<file path="src/rtl/rr_arbiter_8.sv">
// Eight-requester round-robin arbiter with a registered binary grant index.
// Define ARB_TIMEOUT_EN to add forced release after TIMEOUT cycles and the timeout pulse output.
module rr_arbiter_8 #(
  parameter int TIMEOUT = 16,
  parameter int CW      = 8
) (
  input  logic       clk,
  input  logic       rst_n,
  input  logic [7:0] req,
  input  logic       done,
  output logic [2:0] gnt_idx,
  output logic       gnt_valid
`ifdef ARB_TIMEOUT_EN
  ,
  output logic       timeout
`endif
);

  localparam logic [0:0] IDLE  = 1'b0;
  localparam logic [0:0] GRANT = 1'b1;

  // Reject configurations the timeout counter cannot represent.
  if (TIMEOUT < 2 || TIMEOUT > 255 || TIMEOUT > (2 ** CW) - 1) begin : g_bad_param
    $error("rr_arbiter_8: TIMEOUT out of range for CW");
  end

  logic [0:0] state;
  logic [2:0] ptr;
  logic [2:0] pick;
  logic [2:0] cand;

`ifdef ARB_TIMEOUT_EN
  logic [CW-1:0] cnt;
`endif

  // Search from ptr upward with wrap; walking offsets high-to-low lets the
  // lowest offset that requests overwrite the rest.
  always_comb begin
    // NOTE: every always_comb output gets a default first so no path leaves it unassigned (no latch).
    pick = ptr;
    cand = ptr;
    for (int k = 7; k >= 0; k--) begin
      cand = ptr + 3'(k);
      if (req[cand]) pick = cand;
    end
  end

  // NOTE: registered state uses non-blocking assignments so all flops update together at the edge.
  always_ff @(posedge clk or negedge rst_n) begin
    if (!rst_n) begin
      state     <= IDLE;
      ptr       <= 3'd0;
      gnt_idx   <= 3'd0;
      gnt_valid <= 1'b0;
`ifdef ARB_TIMEOUT_EN
      cnt       <= '0;
      timeout   <= 1'b0;
`endif
    end else begin
`ifdef ARB_TIMEOUT_EN
      timeout <= 1'b0;
`endif
      case (state)
        IDLE: begin
          if (|req) begin
            gnt_idx   <= pick;
            gnt_valid <= 1'b1;
            state     <= GRANT;
`ifdef ARB_TIMEOUT_EN
            cnt       <= '0;
`endif
          end
        end
        GRANT: begin
          // done takes precedence over a coincident forced release.
          if (done) begin
            gnt_valid <= 1'b0;
            ptr       <= gnt_idx + 3'd1;
            state     <= IDLE;
          end
`ifdef ARB_TIMEOUT_EN
          else if (cnt == CW'(TIMEOUT - 1)) begin
            gnt_valid <= 1'b0;
            ptr       <= gnt_idx + 3'd1;
            state     <= IDLE;
            timeout   <= 1'b1;
          end else begin
            cnt <= cnt + 1'b1;
          end
`endif
        end
        default: state <= IDLE;
      endcase
    end
  end

endmodule

</file>
<file path="config.mk">
export PLATFORM = sky130hd
export DESIGN_NAME = rr_arbiter_8
export DESIGN_NICKNAME = d
export VERILOG_FILES = /design/src/rtl/rr_arbiter_8.sv
export SDC_FILE = /design/constraint.sdc
export NUM_CORES = 1
export LEC_CHECK = 0
export CAP_MARGIN = 20
export CORE_AREA = 5 5 61 63
export DETAILED_ROUTE_END_ITERATION = 7
export DIE_AREA = 0 0 66 68
export PLACE_DENSITY = 0.62
export SKIP_CTS_REPAIR_TIMING = 1
export SLEW_MARGIN = 0
export SYNTH_ARGS = -nofsm -noshare
export SYNTH_HDL_FRONTEND = slang
export SYNTH_SLANG_ARGS = --single-unit
export TNS_END_PERCENT = 1
</file>
<file path="constraint.sdc">
create_clock -name clk -period 7.7 [get_ports clk]
set_input_delay 1.54 -clock clk [delete_from_list [all_inputs] [get_ports clk]]
set_output_delay 1.54 -clock clk [all_outputs]
set_load 0.05 [all_outputs]
</file>
; ---- Yosys cells after proc, flatten, opt, wreduce, memory -nomap -nowiden
; Index checks and enable logic that the tools add are counted.
[word_totals]
register_bits = 8
input_bits = 11
[classes]
add_sub_neg = 8
magnitude_cmp = 8
n_eq_ne = 2
mux = 30
bitwise_logic = 1
reduce_logical = 4
[ops]
columns = op, n
row1 = "< comparator 3 x 4 -> 1 bit, second input constant", 8
row2 = binary-select mux 1 bit (select 3 bit), 8
row3 = two-way mux 3 bit, 8
row4 = "adder 3 bit, second input constant", 4
row5 = two-way mux 1 bit, 12
row6 = OR reduction 8 bit, 1
row7 = "adder 3 x 1 -> 3 bit, second input constant", 2
row8 = "adder 3 x 2 -> 3 bit, second input constant", 2
row9 = AND reduction 2 bit, 3
row10 = "!= test 2 bit, second input constant", 2
row11 = one-hot mux 1 bit (2 select lines), 2
row12 = inverter 1 bit, 1

; ---- Logic depth before layout (Yosys ltp)
[depth]
word_depth = 11
ltp_mapped = 10

; ---- Worst setup path after synthesis
; OpenSTA, ideal clock, no wires.
[synth_path]
path_kind = input to register
start = in req[6]
end = reg gnt_idx[1]
setup_ns = 0.076
t_arrival_ns = 3.180
required_time_ns = 7.624
path_slack_ns = 4.443
path_stages = 6
n_path_buf = 0
path_cell_list = mux4_1 > nor2b_1 > mux4_2 > a221oi_2 > o21ai_1 > o21ai_1
[synth_between]
elab_chain_cells = 10
elab_cells_between_ends = 26
cone_classes = mux (24) / reduce/logical (2)
[synth_rtl]
columns = element, line_no
row1 = "start, declared", 9  ; input logic [7:0] req,
row2 = binary-select mux 1 bit (select 3 bit), 44  ; if (req[cand]) pick = cand;
row3 = two-way mux 1 bit (implied by the code), 44
row4 = two-way mux 3 bit (8 in a row), 44
row5 = "end signal, assigned", 66  ; gnt_idx <= pick;
row6 = "end, declared", 11  ; output logic [2:0] gnt_idx,
; Parallel ways exist; a longest one is shown, timed or not. The select of a mux whose other input is x is not followed.
; A chain may end at the register's enable or synchronous reset.

; ---- Final worst setup path
; Ends and elaborated chain as after synthesis.

==> results.json <==
{
  "outcome": "finished clean",
  "postLayoutCoreUtil_pct": 43.1,
  "grtUsageMet1_pct": 17.4,
  "synth_top_cell_area_share_pct": 22.7,
  "ios": 15,
  "core_area_um2": 3180,
  "internal_power_uw": 307,
  "grt_max_degree": 25,
  "crit_path_max_incr_delay_ns": 0.68,
  "p_clk_share_pct": 4.8,
  "cp_slowest_cell": "mux4_1",
  "cp.required_ns": 7.88,
  "clkLatencyLatePin_ns": 0.25,
  "synth_area_leaders": "mux4_2 23%, dfrtp_1 17%, mux2i_1 6.7%",
  "yosysWarningCount": 0,
  "rsz0062_at_grt": "no",
  "clk_pin_slew_ns": 0.05,
  "crit_top_cell": "o21ai_1",
  "p_switching_uw": 341,
  "worst_slew_pin_slew_ns": 0.958,
  "syn_nets": 143,
  "dr.pass1.iters": 4,
  "cts_max_level": 1,
  "drt_first_iter_violations": 27,
  "via_per_inst": 5.99,
  "busiest_layer": "met2",
  "seq_area_frac_synth_pct": 16.8,
  "routed-via-count": 1109,
  "p_seq_share_pct": 18.4,
  "cap_violations": 0,
  "clock-sinks": 8,
  "crit_chain": "clkdlybuf4s50_1 -> mux4_1 -> nor2b_1 -> mux4_2 -> a221oi_2 -> o21ai_1 -> o21ai_1",
  "synth_ff_type": "dfrtp_1",
  "switching_share_pct": 52.7,
  "synthCells": 129,
  "synth-async-reset-ratio_pct": 100,
  "final-setup-viol-count": 0,
  "hp-class": "register to register",
  "end_kind": "register",
  "antenna_cells": 0,
  "ys_types": 37,
  "dieHeight_um": 68,
  "period_minus_slack_ns": 3.84,
  "portBuffers": 14,
  "rows": 21,
  "hold_depth": 1,
  "worstRegToRegCells": 8,
  "critPathKind": "input pin to register",
  "fin_area_um2": 1370,
  "cts_buffer_depth": 2,
  "syn2layout_area_growth_pct": 15.0,
  "syn_area_per_cell_um2": 9.22,
  "seqCellArea_um2": 200,
  "cts_buffers": 3,
  "skew_ns": 0.00422,
  "crit_path_max_fanout": 8,
  "fp.dieArea_um2": 4490,
  "min_to": "gnt_valid$_DFFE_PN0P_",
  "nFillCells": 317,
  "met2_usage_pct": 26.0,
  "yosys.area.top_type": "mux4_2",
  "grt_use_met3_pct": 2.79,
  "hold_viol": 0,
  "grtUsageTotal_pct": 14.5,
  "die_w_um": 66,
  "power_frac_comb_pct": 76.8,
  "crit_path_start_kind": "input pin",
  "slew_viol_final": 0,
  "ant_nets": 0,
  "multiInputGateArea_um2": 926,
  "antenna_found_initial": 0,
  "initial_core_util_pct": 37.4,
  "finalWirelength_um": 2990,
  "p_leak_nw": 0.512,
  "grt_pass1_wl_um": 5100,
  "cts_root_buffer": "clkbuf_4",
  "arrival_ns": 4.02,
  "r2r_start": "ptr[1]$_DFFE_PN0P_",
  "hp-start": "state$_DFF_PN0_",
  "ir_drop_mv": 0.143,
  "r2r-end": "gnt_idx[1]$_DFFE_PN0P_",
  "synth-edff-count": 0,
  "grt_pass1_vias": 1079,
  "whs_ns": 0.519,
  "syn-cell-area_um2": 1190,
  "fmax_mhz": 260,
  "globalRouteOverflowTotal": 0,
  "dp_hpwl_um": 2300,
  "drive_gt1_share_pct": 12.9,
  "cts_tree": "built",
  "finalCritPeriodShare_pct": 49.9,
  "routedWlPerCell_um": 16.2,
  "nets": 155,
  "rrSetupSlack_ns": 4.41,
  "slew_headroom_pct": 36.1,
  "synth-seq-cells": 8,
  "placed_area_um2": 1350,
  "setup_tns_ns": 0,
  "p_per_area_nw_per_um2": 474,
  "post-route-drc-count": 0,
  "gp_congestion": 0.904
}
[synthesized netlist by cell type (2+ instances only)]
cell type,instances
nand2_1,12
nor2b_1,4
a22o_1,3
o211ai_1,2
xor2_1,2
nor3_1,3
a222oi_1,2
o21ai_0,5
buf_1,2
mux2i_1,8
mux4_2,12
mux2_2,2
o21ai_1,2
buf_6,2
nor4_1,2
nand2b_1,2
nand3_1,3
a31oi_1,3
ha_1,3
a21oi_1,8
nor2_1,11
clkbuf_1,3
inv_1,6
dfrtp_1,8
xnor2_1,2
a211oi_1,3
a21o_1,4
[layout by cell type, fill, tap and decap left out, types with 4 or more instances in the layout]
cell type	netlist	routed
a21o_1	4	4
a21oi_1	8	8
clkdlybuf4s50_1	0	14
dfrtp_1	8	8
inv_1	6	6
mux2i_1	8	8
mux4_2	12	12
nand2_1	12	12
nor2_1	11	11
nor2b_1	4	4
o21ai_0	5	5
[cell families (layout without fill, tap and decap cells)]
kind of cell | count (synthesis) | count (layout) | synth area share, %
adders and majority gates | 3 | 3 | 3.15
AOI/OAI and AO/OA | 41 | 41 | 24.2
DFF | 8 | 8 | 16.8
xor gates and xnor gates | 4 | 4 | 2.94
buffers and inverters | 13 | 23 | 5.36
muxes | 23 | 23 | 33.5
and+or+nand+nor | 37 | 37 | 14.0
[registers in the layout, indices dropped and copies added (netlist names)]
name and cells:
gnt_valid 1, ptr 3, state 1, gnt_idx 3
[per-stage QoR]
stage          std cells  worst slack (ns)  power (mW)
6_report             185              3.86       0.649
5_1_grt              185              3.80       0.709
4_1_cts              185              3.89       0.646
3_5_place_dp         182              3.62       0.613
3_3_place_gp         182              3.68       0.604
2_1_floorplan        129              4.44       0.515
[critical path: cells and delay by family]
family	cells	cell delay (ns)
multiplexers	2	1.16
buffers and inverters	1	0.50
AO/OA/AOI/OAI	3	0.63
AND/OR/NAND/NOR	1	0.19
[power groups by stage]
stage	clock, mW	sequential (mW)	combinational [mW]
2_1_floorplan	0	0.104	0.412
3_3_place_gp	0	0.119	0.485
3_5_place_dp	0	0.120	0.492
4_1_cts	0.0325	0.120	0.493
5_1_grt	0.0351	0.127	0.547
6_report	0.0314	0.119	0.498
[metal layers]
layer | vias to the layer above | share of wire, % | wire (um)
li1 | 530 | - | -
met1 | 549 | 45 | 1340
met2 | 26 | 51 | 1510
met3 | 4 | 2.4 | 72
met4 | 0 | 2.0 | 61
met5 | - | 0 | 0
[worst max path at each step]
stage          startpoint                      to  cells after the start
2_1_floorplan      req[6]  gnt_idx[1]$_DFFE_PN0P_                      6
3_3_place_gp       req[6]  gnt_idx[1]$_DFFE_PN0P_                      7
3_5_place_dp       req[6]  gnt_idx[1]$_DFFE_PN0P_                      7
4_1_cts            req[6]  gnt_idx[1]$_DFFE_PN0P_                      7
5_1_grt            req[6]  gnt_idx[1]$_DFFE_PN0P_                      7
6_report           req[6]  gnt_idx[1]$_DFFE_PN0P_                      7
[cell type report]
cell class | count | area share, %
clock buffer | 3 | 1.65
inverter | 6 | 1.65
multi-input combinational | 108 | 67.6
sequential | 8 | 14.6
tap | 46 | 4.20
timing repair buffer | 14 | 10.2
(Power assumes the default switching activity.)
